### src/rtl/mario_pkg.sv
// Shared constants and encodings for the stage scanners and the sprite pipeline.
package mario_pkg;

  localparam int COORD_W  = 13;
  localparam int SCREEN_W = 640;
  localparam int BOX_W    = 40;

  typedef enum logic [1:0] {
    COIN  = 2'd0,
    PILZ  = 2'd1,
    BOX   = 2'd2,
    STONE = 2'd3
  } box_state_e;

  typedef enum logic [1:0] {
    ST_IDLE = 2'd0,
    ST_SCAN = 2'd1,
    ST_EMIT = 2'd2,
    ST_DONE = 2'd3
  } scan_state_e;

endpackage

### src/rtl/obj_visible_cmp.sv
// Combinational visibility test of one world object against the camera window,
// plus its screen-relative x. Shared by all object scanners.
module obj_visible_cmp
  import mario_pkg::*;
#(
  parameter int CW  = COORD_W,
  parameter int OW  = BOX_W,
  parameter int SW  = SCREEN_W
) (
  input  logic [CW-1:0] x,
  input  logic [CW-1:0] y,
  input  logic [CW-1:0] cam,
  output logic          visible,
  output logic [CW-1:0] screen_x
);

  logic [CW:0] right_edge;
  logic [CW:0] cam_right;
  logic        enabled;

  // One extra bit keeps both sums from wrapping near the top of world space.
  assign right_edge = {1'b0, x} + (CW+1)'(OW);
  assign cam_right  = {1'b0, cam} + (CW+1)'(SW);
  assign enabled    = ({x, y} != '0);

  assign visible  = enabled && (right_edge > {1'b0, cam}) && ({1'b0, x} < cam_right);
  assign screen_x = x - cam;

endmodule

### src/rtl/box_visibility_scanner.sv
// Walks the flat box tables each frame and streams visible boxes to the renderer.
// Optional visible_count output enabled by macro BOX_SCAN_COUNT_EN.
module box_visibility_scanner
  import mario_pkg::*;
#(
  parameter int N_BOX = 64
) (
  input  logic                     clk,
  input  logic                     rst_n,
  input  logic                     start,
  input  logic [COORD_W-1:0]       camera_x,
  input  logic [COORD_W*N_BOX-1:0] box_x,
  input  logic [COORD_W*N_BOX-1:0] box_y,
  input  logic [2*N_BOX-1:0]       box_state,
  output logic                     obj_valid,
  input  logic                     obj_ready,
  output logic [COORD_W-1:0]       obj_x,
  output logic [COORD_W-1:0]       obj_y,
  output logic [1:0]               obj_state,
  output logic [5:0]               obj_idx,
`ifdef BOX_SCAN_COUNT_EN
  output logic [6:0]               visible_count,
`endif
  output logic                     busy,
  output logic                     done
);

  scan_state_e        state_reg, state_next;
  logic [5:0]         idx_reg;
  logic [COORD_W-1:0] cam_reg;
  logic [COORD_W-1:0] cur_x, cur_y, cur_sx;
  logic [1:0]         cur_s;
  logic               cur_vis;
  logic               last;
  logic               latch_start, advance, load_obj, handshake;

  // Stage buses are static during a frame, so entries are read live.
  assign cur_x = box_x[int'(idx_reg)*COORD_W +: COORD_W];
  assign cur_y = box_y[int'(idx_reg)*COORD_W +: COORD_W];
  assign cur_s = box_state[int'(idx_reg)*2 +: 2];
  assign last  = (idx_reg == 6'(N_BOX-1));

  obj_visible_cmp #(
    .CW (COORD_W),
    .OW (BOX_W),
    .SW (SCREEN_W)
  ) u_cmp (
    .x        (cur_x),
    .y        (cur_y),
    .cam      (cam_reg),
    .visible  (cur_vis),
    .screen_x (cur_sx)
  );

  always_comb begin
    state_next  = state_reg;
    latch_start = 1'b0;
    advance     = 1'b0;
    load_obj    = 1'b0;
    handshake   = 1'b0;
    case (state_reg)
      ST_IDLE: begin
        if (start) begin
          latch_start = 1'b1;
          state_next  = ST_SCAN;
        end
      end
      ST_SCAN: begin
        if (cur_vis) begin
          load_obj   = 1'b1;
          state_next = ST_EMIT;
        end else if (last) begin
          state_next = ST_DONE;
        end else begin
          advance = 1'b1;
        end
      end
      ST_EMIT: begin
        if (obj_ready) begin
          handshake = 1'b1;
          if (last) begin
            state_next = ST_DONE;
          end else begin
            advance    = 1'b1;
            state_next = ST_SCAN;
          end
        end
      end
      ST_DONE: state_next = ST_IDLE;
      default: state_next = ST_IDLE;
    endcase
  end

  always_ff @(posedge clk or negedge rst_n) begin
    if (!rst_n) begin
      state_reg <= ST_IDLE;
      idx_reg   <= '0;
      cam_reg   <= '0;
      obj_x     <= '0;
      obj_y     <= '0;
      obj_state <= '0;
      obj_idx   <= '0;
    end else begin
      state_reg <= state_next;
      if (latch_start) begin
        cam_reg <= camera_x;
        idx_reg <= '0;
      end else if (advance) begin
        idx_reg <= idx_reg + 6'd1;
      end
      if (load_obj) begin
        obj_x     <= cur_sx;
        obj_y     <= cur_y;
        obj_state <= cur_s;
        obj_idx   <= idx_reg;
      end
    end
  end

  // Handshake outputs come straight from the state register: no ready-to-valid path.
  assign obj_valid = (state_reg == ST_EMIT);
  assign busy      = (state_reg == ST_SCAN) || (state_reg == ST_EMIT);
  assign done      = (state_reg == ST_DONE);

`ifdef BOX_SCAN_COUNT_EN
  logic [6:0] count_reg;

  always_ff @(posedge clk or negedge rst_n) begin
    if (!rst_n) begin
      count_reg <= '0;
    end else if (latch_start) begin
      count_reg <= '0;
    end else if (handshake) begin
      count_reg <= count_reg + 7'd1;
    end
  end

  assign visible_count = count_reg;
`else
  logic unused_handshake;
  assign unused_handshake = handshake;
`endif

endmodule

### config.mk
export PLATFORM = sky130hd
export DESIGN_NAME = box_visibility_scanner
export DESIGN_NICKNAME = d
export VERILOG_FILES = /design/src/rtl/mario_pkg.sv /design/src/rtl/obj_visible_cmp.sv /design/src/rtl/box_visibility_scanner.sv
export SDC_FILE = /design/constraint.sdc
export NUM_CORES = 1
export LEC_CHECK = 0
export BUFFER_PORTS_ARGS = -buffer_cell sky130_fd_sc_hd__buf_4
export CAP_MARGIN = 20
export CORE_AREA = 2 2 717 719
export CTS_CLUSTER_SIZE = 10
export DETAILED_ROUTE_END_ITERATION = 7
export DIE_AREA = 0 0 719 721
export RECOVER_POWER = 25
export SLEW_MARGIN = 20
export SYNTH_ARGS = -nofsm -noshare
export SYNTH_HDL_FRONTEND = slang
export SYNTH_HIERARCHICAL = 1
export SYNTH_SLANG_ARGS = --single-unit
### constraint.sdc
create_clock -name clk -period 14.03 [get_ports clk]
set_clock_uncertainty 0.15 [all_clocks]
set_input_delay 0 -clock clk [delete_from_list [all_inputs] [get_ports clk]]
set_output_delay 0 -clock clk [all_outputs]
set_load 0.02 [all_outputs]
==> key figures <==
Die
  • Core ar.: 511000 µm²
  • Die area: 518000 µm²
  • Die width: 719 µm
  • Row cnt: 263
  • Die height: 721 µm
  • Starting Density: 3.53%
  • IO Count: 1846

CTS
  • Post-CTS setup buffers: 0
  • Hold-fix buffers, CTS: 16
  • Clock transition at the registers of the reported paths: 0.12 ns
  • CTS buffer count: 5
  • CTS tree: done
  • Clock sink total: 55
  • Clock Tree Root: clkbuf_16
  • Htree depth: 2
  • Max Root-Sink Buffers: 2
  • Cts repair resizes: 0
  • Clock Latency Late Sink: 0.38 ns

Detailed routing
  • Post-DR vias/cell: 2.51
  • First-pass iteration count of the detailed router: 5
  • Remaining antenna violation count: 0
  • DR WL/cell: 30.1 µm
  • Vias: 25300
  • Residual DRC: 0
  • WL final: 304000 µm
  • 1st-iter DRT viols: 2155

Critical path
  • CP max stage cell: dfrtp_4
  • Crit path DAT: 8.66 ns
  • Most frequent CP cell: buf_4
  • Crit-path max FO: 81
  • R2r setup slk: 5.45 ns
  • Worst path required time: 14.11 ns
  • Reg-to-Reg End: obj_y[8]
  • CP Cell Sequence: buf_4 -> buf_12 -> mux4_2 -> mux4_2 -> nor2_1 -> a2111oi_2 -> buf_4 -> a221o_1 -> buf_4 -> nand2_1 -> nor2_1 -> nand3_1 -> xnor2_1 -> ha_1 -> nand4_1 -> a211oi_2 -> nor3_1 -> o22a_1 -> a311oi_1 -> and2_2 -> buf_4 -> mux2_2
  • Reg2Reg Depth: 22
  • Critical path endpoint category: register
  • CP max stage delay: 0.85 ns
  • WS Path Type: register to register
  • Startpoint types: register
  • Worst R2R Start: idx_reg[1]

STA
  • Sum Neg Setup Slack: 0 ns
  • RSZ-0062 raised after global routing: false
  • Max Slew Vio Count: 56
  • Fmax: 0.117 GHz
  • Min Tclk post-route: 8.58 ns
  • Final worst slack: 5.45 ns
  • Final setup viols: 0
  • Max_slew headroom: -152%
  • Final Cycle Share: 61.1%
  • Slew @ Worst Pin: 3.78 ns
  • Fin. Hold Viols: 0

Outcome
  • Failing checks: capacitance limit, slew limit
  • Status: finished with violations

Yosys
  • Synth Register Bits: 55
  • Syn avg cell area: 12.6 µm²
  • Number of synthesized flops with an enable pin: 0
  • Synth Flop Type: dfrtp_1
  • Synthesized Nets: 3275
  • Synthesized area: 18000 µm²
  • Count of different cell masters after synthesis: 71
  • Asr flop ratio synth: 100%
  • Mapped Cells: 1428
  • Yosys warning count: 6
  • Sequential share of the synthesized area: 7.63%

GRT
  • Vias in the first global route: 25800
  • All-layer global routing usage: 11.2%
  • Largest net degree at the start of global routing: 82
  • GRT Residual Overflow: 0
  • Global-route wire length before repair: 358000 µm
  • Initial antenna violation count: 250

Finish
  • Post-layout util: 7.99%
  • Fill count: 59600
  • Layout overhead on the synthesized area: 126%
  • Layout cells sized above 1: 76.3%
  • Fin cells: 10100
  • Nets: 5066

Place
  • Pre-CTS WS: 5.16 ns
  • Global placement routability congestion: 0.998
  • Final HPWL DP: 281000 µm
  • Port bufs: 1845
  • DP Cell Count: 9953

Power and ir drop
  • PD cells: 119 nW/µm²
  • Leak: 14.8 nW
  • Worst IR Drop VDD: 0.0000686 V

Worst hold path
  • Hold path start: start
  • Worst Hold Depth: 5
  • Worst hold path type: input pin to register
  • Worst Hold Path EP: state_reg[0]

Run
  • Max-cap violation count: 1
[worst max-delay path, delay by kind of cell (launching register included)]
family | cells | cell delay (ns)
AO/OA/AOI/OAI | 5 | 2.01
multiplexers | 3 | 1.01
flip-flops | 1 | 0.85
adder cells (fa/ha/maj) | 1 | 0.36
XOR/XNOR | 1 | 0.19
buffers and inverters | 5 | 2.06
AND/OR/NAND/NOR | 7 | 1.42
[kinds of logic after synthesis]
kind of cell	Yosys count	share of synthesized area, %
AND/OR/NAND/NOR	233	6.21
AO/OA/AOI/OAI	299	11.8
adder cells (fa/ha/maj)	38	2.68
multiplexers	583	64.2
XOR/XNOR	27	1.31
buffers and inverters	193	6.16
flip-flops	55	7.63
[layout make-up]
type                            instances  area [µm²]  share of cell area (%)
Multi-Input combinational cell       1180       15800                    38.6
Timing Repair Buffer                 1949       14700                    36.0
Tap cell                             6757        8450                    20.7
Sequential cell                        55        1400                    3.43
Antenna cell                          110         275                   0.674
Clock buffer                            5         125                   0.306
Inverter                               28         110                   0.270
Clock inverter                          3        27.5                  0.0674
[worst max-delay path by stage]
stage / slack [ns] / cells past startpoint / from / endpoint
global placement: 4.69 / 18 / idx_reg[0] / obj_y[12]
floorplan: 8.34 / 21 / idx_reg[1] / obj_y[12]
finish: 5.45 / 22 / idx_reg[1] / obj_y[8]
global route: 4.99 / 20 / idx_reg[1] / obj_y[8]
detailed placement: 5.16 / 20 / idx_reg[1] / obj_y[3]
CTS: 5.14 / 20 / idx_reg[1] / obj_y[3]
[through the flow]
stage	instance area [µm²]	hold slack (ns)	power, mW
floorplan	18000	-0.446	2.71
global placement	40200	0.0371	4.88
detailed placement	40300	0.0441	4.90
CTS	40600	0.0460	5.09
global route	40800	0.142	5.21
finish	40800	0.0968	4.86
[cells in the mapped netlist (all sizes together), types with 12 or more instances]
cell,count,share of area [%]
mux4,450,56
buf,120,4.6
mux2i,91,5.1
nand2,79,1.6
a21oi,67,1.9
dfrtp,55,7.6
nor2,55,1.2
a22oi,50,2.1
clkbuf,44,0.92
mux2,42,2.7
ha,37,2.6
o21ai,34,0.94
nor2b,31,1.1
inv,27,0.56
a211oi,23,0.99
xnor2,21,1.0
o22ai,18,0.62
a22o,16,0.78
a2111oi,15,0.91
a31oi,15,0.52
nand3,14,0.39
nand2b,12,0.42
[layout by cell type, fill, tap and decap left out, drive strengths merged, types with 5 or more instances in the layout]
cell	n
mux2	42
o221ai	10
nand2	79
nor2	55
a21o	6
nand3	14
mux2i	91
a2111oi	15
a221o	10
a211oi	23
ha	37
nand2b	12
buf	1911
mux4	450
a31oi	15
dfrtp	55
xnor2	21
nor3	8
o22ai	18
a221oi	7
diode	110
nor4	6
dlygate4sd3	16
inv	29
clkbuf	27
and2	6
a211o	5
xor2	6
a22oi	50
nor2b	31
a21oi	67
a22o	16
o21ai	34
[metal layers]
layer  GRT usage, %  part of all wire, %  up-vias
met1           13.2                   39    12800
li1               -                    -     9956
met2           19.1                   49     2016
met5              0                 0.21        -
met4           4.45                  4.3       94
met3           3.13                  7.5      493
[where the power goes]
| group | switching (mW) | total, mW | internal [mW] | leakage, nW |
|---|---|---|---|---|
| clock network | 0.0934 | 0.162 | 0.0690 | 0.0726 |
| registers | 0.106 | 0.337 | 0.231 | 0.669 |
| logic | 2.49 | 4.36 | 1.87 | 14.0 |
| total | 2.69 | 4.86 | 2.17 | 14.8 |
(Power assumes the default switching activity.)
